==> config.mk <==
export PLATFORM = sky130hd
export DESIGN_NAME = not_pipe_flat
export DESIGN_NICKNAME = d
export VERILOG_FILES = /design/src/rtl/not_pipe_if.sv /design/src/rtl/not_pipe.sv /design/src/flat_wrapper.sv
export SDC_FILE = /design/constraint.sdc
export NUM_CORES = 1
export LEC_CHECK = 0
export ABC_AREA = 1
export CORE_MARGIN = 2
export CORE_UTILIZATION = 49
export DETAILED_ROUTE_END_ITERATION = 7
export PLACE_DENSITY = 0.8
export SYNTH_ARGS = -nofsm -noshare
export SYNTH_HDL_FRONTEND = slang
export SYNTH_SLANG_ARGS = --single-unit
==> constraint.sdc <==
create_clock -name clk -period 1.7 [get_ports clk]
set_input_delay 0.34 -clock clk [delete_from_list [all_inputs] [get_ports clk]]
set_output_delay 0.34 -clock clk [all_outputs]
set_load 0.02 [all_outputs]
==> src/rtl/not_pipe_if.sv <==
// Handshake bundle for not_pipe: operand/mode input channel and result output channel.
// valid/ready: a word moves when valid and ready are both high on a rising clk edge.
interface not_pipe_if #(
    parameter int WIDTH = 16
);
    logic             in_valid;
    logic             in_ready;
    logic [WIDTH-1:0] in_data;
    logic [WIDTH-1:0] in_mask;
    logic [1:0]       in_mode;
    logic             out_valid;
    logic             out_ready;
    logic [WIDTH-1:0] out_data;

    modport master (
        output in_valid, in_data, in_mask, in_mode, out_ready,
        input  in_ready, out_valid, out_data
    );

    modport slave (
        input  in_valid, in_data, in_mask, in_mode, out_ready,
        output in_ready, out_valid, out_data
    );
endinterface

==> src/rtl/not_pipe.sv <==
// Pipelined Not16-style operand conditioner: selectable pass/invert/masked-xor/invert-and-mask
// followed by STAGES registered slots with full valid/ready backpressure.
module not_pipe #(
    parameter int WIDTH  = 16,
    parameter int STAGES = 2,
    parameter int CNT_W  = 16
) (
    input  logic             clk,
    input  logic             reset,
    not_pipe_if.slave        bus,
    output logic             busy,
    output logic [CNT_W-1:0] xfer_count
);

    logic [WIDTH-1:0]  op_result;
    logic [STAGES-1:0] v;
    logic [STAGES-1:0] adv;
    logic [WIDTH-1:0]  data_q [STAGES];
    logic              accept;

    always_comb begin
        op_result = bus.in_data;
        case (bus.in_mode)
            2'd0:    op_result = bus.in_data;
            2'd1:    op_result = ~bus.in_data;
            2'd2:    op_result = bus.in_data ^ bus.in_mask;
            default: op_result = ~bus.in_data & bus.in_mask;
        endcase
    end

    // A stage advances if it is empty or anything downstream of it can move.
    // in_ready is therefore combinational from out_ready through the whole chain.
    always_comb begin
        logic room;
        room = bus.out_ready;
        adv  = '0;
        for (int i = STAGES - 1; i >= 0; i--) begin
            room   = room | ~v[i];
            adv[i] = room;
        end
    end

    assign accept        = bus.in_valid & adv[0];
    assign bus.in_ready  = adv[0];
    assign bus.out_valid = v[STAGES-1];
    assign bus.out_data  = data_q[STAGES-1];
    assign busy          = |v;

    for (genvar g = 0; g < STAGES; g++) begin : g_stage
        logic             v_in;
        logic [WIDTH-1:0] d_in;

        if (g == 0) begin : g_first
            assign v_in = accept;
            assign d_in = op_result;
        end else begin : g_rest
            assign v_in = v[g-1];
            assign d_in = data_q[g-1];
        end

        // Data loads only behind a valid word so idle slots keep their last value.
        always_ff @(posedge clk) begin
            if (reset) begin
                v[g]      <= 1'b0;
                data_q[g] <= '0;
            end else if (adv[g]) begin
                v[g] <= v_in;
                if (v_in) begin
                    data_q[g] <= d_in;
                end
            end
        end
    end

    always_ff @(posedge clk) begin
        if (reset) begin
            xfer_count <= '0;
        end else if (accept) begin
            xfer_count <= xfer_count + CNT_W'(1);
        end
    end

endmodule

==> src/flat_wrapper.sv <==
// flat-port wrapper written by rule: the top's interface ports become plain ports
module not_pipe_flat 
#(
    parameter int WIDTH  = 16,
    parameter int STAGES = 2,
    parameter int CNT_W  = 16
)
  (clk, reset, busy, xfer_count, bus_in_valid, bus_in_data, bus_in_mask, bus_in_mode, bus_out_ready, bus_in_ready, bus_out_valid, bus_out_data);
  not_pipe_if #(.WIDTH(WIDTH)) bus_i ();
  input  logic clk;
  input  logic reset;
  output logic busy;
  output logic [CNT_W-1:0] xfer_count;
  input wire logic [$bits(bus_i.in_valid)-1:0] bus_in_valid;
  input wire logic [$bits(bus_i.in_data)-1:0] bus_in_data;
  input wire logic [$bits(bus_i.in_mask)-1:0] bus_in_mask;
  input wire logic [$bits(bus_i.in_mode)-1:0] bus_in_mode;
  input wire logic [$bits(bus_i.out_ready)-1:0] bus_out_ready;
  output wire logic [$bits(bus_i.in_ready)-1:0] bus_in_ready;
  output wire logic [$bits(bus_i.out_valid)-1:0] bus_out_valid;
  output wire logic [$bits(bus_i.out_data)-1:0] bus_out_data;
  assign bus_i.in_valid = bus_in_valid;
  assign bus_i.in_data = bus_in_data;
  assign bus_i.in_mask = bus_in_mask;
  assign bus_i.in_mode = bus_in_mode;
  assign bus_i.out_ready = bus_out_ready;
  assign bus_in_ready = bus_i.in_ready;
  assign bus_out_valid = bus_i.out_valid;
  assign bus_out_data = bus_i.out_data;
  not_pipe #(.WIDTH(WIDTH), .STAGES(STAGES), .CNT_W(CNT_W)) u_core (.clk(clk), .reset(reset), .bus(bus_i), .busy(busy), .xfer_count(xfer_count));
endmodule
## After elaboration in Yosys (flattened, before gate mapping)

Memories as Yosys holds them, arrays and structs flattened.
Index checks and enable logic that the tools add are counted.

- Mux-type cells: 13
- Reductions and logical operators: 2
- Bitwise operators: 10
- Eq/ne operators: 2
- Add/subtract/negate cells: 1

Operator list:

| kind | count |
|---|---|
| one-hot mux 16 bit (3 select lines) | 1 |
| two-way mux 16 bit | 2 |
| adder 16 x 1 -> 16 bit, second input constant | 1 |
| bitwise AND 16 bit | 1 |
| NOT 16 bit | 1 |
| XOR 16 bit | 1 |
| two-way mux 1 bit | 10 |
| bitwise OR 1 bit | 4 |
| == test 2 x 1 -> 1 bit, second input constant | 1 |
| == test 2 bit, second input constant | 1 |
| zero test 2 bit | 1 |
| NOT 1 bit | 2 |
| OR reduction 2 bit | 1 |
| bitwise AND 1 bit | 1 |

- Flip-flop bits (word level): 18
- Memory bits (writable): 32
- Memories: 1

Memory list:

| name | words | bits a word | read ports | clocked after Yosys merged registers in | wr ports | line | source |
|---|---|---|---|---|---|---|---|
| u_core.data_q | 2 | 16 | 2 | 0 | 2 | not_pipe.sv:18 | `logic [WIDTH-1:0] data_q [STAGES];` |

## Logic depth before layout (Yosys ltp)

- Depth after elaboration: 9
- Mapped depth: 8
- Mapped depth without buffers: 8

## Worst setup path after synthesis

No wires, ideal clock.

- Path type: register to register
- From: reg u_core.v[1], in the netlist u_core.bus.out_valid
- To: mem u_core.data_q[0][0], enable pin
- Stages on the path, launching flop included: 5
- Data required time: 1.338 ns
- Clock period less this slack: 1.650 ns
- Setup slack: 0.050 ns
- Arrival: 1.288 ns
- Cells stage by stage: dfxtp_1 nand3_2 nand2_4 buf_12 nand2_1

RTL lines:

| what | line | source |
|---|---|---|
| start, declared | not_pipe.sv:16 | `logic [STAGES-1:0] v;` |
| start signal, assigned by index | not_pipe.sv:67 | `v[g] <= v_in;` |
| end, declared | not_pipe.sv:18 |  |

## Final worst setup path

- From: reg u_core.xfer_count[4]
- To: out xfer_count[4]

RTL lines:

| what | line | source |
|---|---|---|
| start, declared | not_pipe.sv:12 | `output logic [CNT_W-1:0] xfer_count` |
| start signal, assigned | not_pipe.sv:79 | `xfer_count <= xfer_count + CNT_W'(1);` |
| end, declared | flat_wrapper.sv:13 | `output logic [CNT_W-1:0] xfer_count;` |

No word-level cell between the ends.

==> Implementation_results.wiki <==
{| class="wikitable"
! Metric !! Value
|-
| Clk sinks || 50
|-
| Die height || 80.97 µm
|-
| Crit path largest cell delay || 0.62 ns
|-
| DRC violation count after routing || 0
|-
| Total placed instance area || 3772 µm²
|-
| Reg power frac || 0.513
|-
| Total global routing track utilization || 0.1866
|-
| TritonCTS buffer count || 5
|-
| H-tree lvl count || 2
|-
| PD cells || 694.1 nW/µm²
|-
| Skew-Pair Late Insertion Delay || around 0.30 ns
|-
| CP max-delay cell || sky130_fd_sc_hd__clkdlybuf4s50_1
|-
| Final cell count without fillers || 503
|-
| Clock tree from TritonCTS || yes
|-
| Cell at the root of the clock tree || sky130_fd_sc_hd__clkbuf_8
|-
| Global-route congestion overflow total || 0
|-
| Endpoint required time on the critical path || roughly 1.4 ns
|-
| Max capacitance violation total || 0
|-
| Top routing layer in use || met4
|-
| Area of the die || 6555 µm²
|-
| Mapped Area || 2903 µm²
|-
| Syn Area/Cell || 8.365 µm²
|-
| Yosys synthesis warning count || 0
|-
| Total number of placement rows || 28
|-
| Net Sw Power || 0.6642 mW
|-
| Largest area contributor in the netlist || sky130_fd_sc_hd__edfxtp_1
|-
| Proportion of register bits with asynchronous set or reset after synthesis || 0
|-
| Layout-stage area growth over the synthesis result || 34.14%
|-
| Post-synth top area share || 0.3310
|-
| Worst max-slew margin expressed relative to the limit || 0.8197
|-
| Clock input transition at the sequential cells of the worst setup and hold paths || ~0.090 ns
|-
| Vias per cell || roughly 4.7
|-
| Number of instances in the synthesized netlist || between 300 and 400
|-
| Placed wire-length estimate after detailed placement || approximately 4500 µm
|-
| Reg2Reg Depth || 8
|-
| Antenna violations before repair || 0
|-
| Critical Path Sink Type || output pin
|-
| Total wire length || 5836 µm
|-
| Internal power component || 2.038 mW
|-
| Power, Total || 2.703 mW
|-
| Net switching share of the total power || 0.2458
|-
| Crit path buf inv count || 1
|-
| Final worst path period need || 1.649 ns
|-
| Prevailing post-synth register cell || sky130_fd_sc_hd__edfxtp_1
|-
| Total setup buffers inserted after CTS || 0
|-
| Pin count of the biggest net entering global routing || 33
|-
| RSZ-0062 raised after global routing || false
|-
| Number of distinct library cells after synthesis || 25
|-
| Worst EP arrival || between 1 and 1.5 ns
|-
| CP top delay family || buffers and inverters
|-
| Mapped Nets || 402
|-
| Result of the run || complete, no violations
|-
| First-pass iteration count of the detailed router || 4
|-
| Placeable Area || 5816 µm²
|-
| WL met1 || roughly 2600 µm
|-
| Buffers from clock root to sink, at most || 2
|-
| Setup TNS Final || 0 ns
|-
| Share of layout cells above drive strength 1 || 0.1075
|-
| Hold bufs inserted after CTS || 0
|-
| Static leakage power || 1.773 nW
|-
| Count of antenna-violating nets left after detailed routing || 0
|-
| Fraction of the yosys area taken by sequential cells || 0.4552
|-
| DR vias || roughly 2400
|-
| Final worst clock skew || approximately 0.0078 ns
|-
| Met2 routed WL || 2896 µm
|-
| Routability congestion estimate from global placement || between 0.7 and 0.8
|-
| I/O pin total || 73
|-
| Post-DR wirelength/cell || 11.60 µm
|-
| Series of cell instances along the critical path || clkdlybuf4s50_1
|-
| Hold path depth || 2
|-
| Die extent in x || just over 80 µm
|-
| Kind of start point of the critical path || flip-flop
|-
| Initial core utilization || 0.4991
|-
| Part of the cycle the worst path needs || 0.9702
|-
| Final std cell area, no fill || around 3900 µm²
|-
| Endpoints failing setup || 0
|-
| Placed Cells incl. Taps || 495
|-
| Via count of the first global-routing pass || 2146
|-
| Classification of the worst setup path || flip-flop to output pin
|-
| Clock network power share || 0.305
|-
| Detailed route wirelength on metal3 || 310 µm
|-
| Total of buffers placed on input and output ports || 72
|-
| Total count of max-transition violations in the final report || 0
|-
| Combinational power share || 0.182
|-
| Register bit total from synthesis || 50
|-
| Global-route wire length before repair || between 9000 and 10000 µm
|-
| IR Drop Worst-Case VDD || 0.4119 mV
|-
| Hold WC Path Type || flip-flop to flip-flop
|-
| Least-Margin Pin Slew || between 0.2 and 0.3 ns
|-
| Max Clock Freq || slightly above 600 MHz
|-
| Layout Nets || 482
|-
| Hold_ws || 0.5089 ns
|-
| Max FO, Critical Path || 4
|-
| DRC violation total after the first TritonRoute iteration || 101
|-
| Worst path depth || 1
|-
| Total inserted antenna cells || 0
|-
| Number of synthesized flops with an enable pin || 32
|-
| Final hold violation count || 0
|-
| Area contributors post-synth || sky130_fd_sc_hd__edfxtp_1 (33%), sky130_fd_sc_hd__dfxtp_1 (12%), sky130_fd_sc_hd__nand2_1 (12%), sky130_fd_sc_hd__nor2_1 (7.8%), sky130_fd_sc_hd__ha_1 (7.3%)
|}
==> tightest hold or removal path, stage by stage, from the launching register on <==
cell and delay, ns:
sky130_fd_sc_hd__dfxtp_1 0.35, sky130_fd_sc_hd__nand2_1 0.07, sky130_fd_sc_hd__a21oi_1 0.05
==> final cells by class <==
type / count / area, µm²
fillers: 490 / 1922
flip-flops and latches: 50 / 1321
multi-input cells: 242 / 1319
repair buffers: 84 / 885.9
inverters: 44 / 165.2
well taps: 75 / 93.84
clock buffers: 5 / 68.82
clock inverters: 3 / 40.04
==> per-stage QoR <==
step | setup WS (ns) | util
floorplan | 0.05010 | -
global placement | -0.1425 | 0.6487
detailed placement | -0.1594 | 0.6487
CTS | 0.003153 | 0.6657
global route | 0.004732 | 0.6695
finish | 0.05058 | 0.6695
==> power by group through the flow <==
| stage | registers [mW] | clock network [mW] | logic (mW) |
|---|---|---|---|
| 5_1_grt | 1.39 | 0.892 | 0.545 |
| 4_1_cts | 1.39 | 0.839 | 0.497 |
| 6_report | 1.39 | 0.824 | 0.492 |
| 2_1_floorplan | 1.45 | 0 | 0.240 |
| 3_5_place_dp | 1.41 | 0 | 0.498 |
| 3_3_place_gp | 1.41 | 0 | 0.485 |
==> layer usage <==
metal | GRT usage | vias to the layer above
met1 | 0.2291 | 1067
met5 | 0 | -
met3 | 0.04444 | 7
met4 | 0.05593 | 0
li1 | - | 1252
met2 | 0.3248 | 62
==> repair_timing <==
| item | in CTS | in global routing |
|---|---|---|
| gates resized for setup | 8 | 9 |
| setup endpoints to repair | 8 | 9 |
| pin swaps | 0 | 0 |
==> layout by cell type, fill, tap and decap left out, drive strengths merged, types with 15 or more instances in the layout <==
cell            n
dfxtp          18
nand3          15
xnor2          16
nor2           65
inv            44
a21oi          26
clkdlybuf4s50  55
edfxtp         32
ha             17
nand2          94
==> Yosys cell counts (2+ instances only) <==
library cell,n
sky130_fd_sc_hd__nand2_1,90
sky130_fd_sc_hd__nor2_1,60
sky130_fd_sc_hd__inv_1,42
sky130_fd_sc_hd__edfxtp_1,32
sky130_fd_sc_hd__dfxtp_1,18
sky130_fd_sc_hd__ha_1,17
sky130_fd_sc_hd__a21oi_1,16
sky130_fd_sc_hd__xnor2_1,16
sky130_fd_sc_hd__nand3_1,11
sky130_fd_sc_hd__a21oi_2,10
sky130_fd_sc_hd__buf_4,6
sky130_fd_sc_hd__nand3_2,4
sky130_fd_sc_hd__and2_1,3
sky130_fd_sc_hd__o21ai_0,3
sky130_fd_sc_hd__buf_2,2
sky130_fd_sc_hd__buf_6,2
sky130_fd_sc_hd__inv_2,2
sky130_fd_sc_hd__nand2_2,2
sky130_fd_sc_hd__nand2_4,2
sky130_fd_sc_hd__nor2_2,2
sky130_fd_sc_hd__nor2_4,2
sky130_fd_sc_hd__nor3_1,2
==> sequential cells by signal, indices dropped and copies added, names as in the netlist <==
signal and cells:
u_core.bus.out_valid 1, u_core.data_q 32, u_core.g_stage.v_in 1, u_core.xfer_count 16
==> logic make-up (layout without fill, tap and decap cells) <==
group           count (synthesis)  in the layout  share of synthesized area
simple gates                  180            180                     0.2698
buf+inv                        55            136                    0.09052
flops                          50             50                     0.4552
compound gates                 29             29                    0.06293
fa+ha+maj                      17             17                    0.07327
xor+xnor                       16             16                    0.04827
==> worst paths after layout <==
path | slack [ns] | startpoint | to
worst max-delay path | 0.05 | u_core.xfer_count[4] | xfer_count[4]
worst min-delay path | 0.51 | u_core.xfer_count[4] | u_core.xfer_count[4]
worst max register to register | 0.23 | u_core.xfer_count[0] | u_core.xfer_count[6]
worst min register to register | 0.51 | u_core.xfer_count[4] | u_core.xfer_count[4]
No activity file was read; power rests on OpenSTA's default activity.
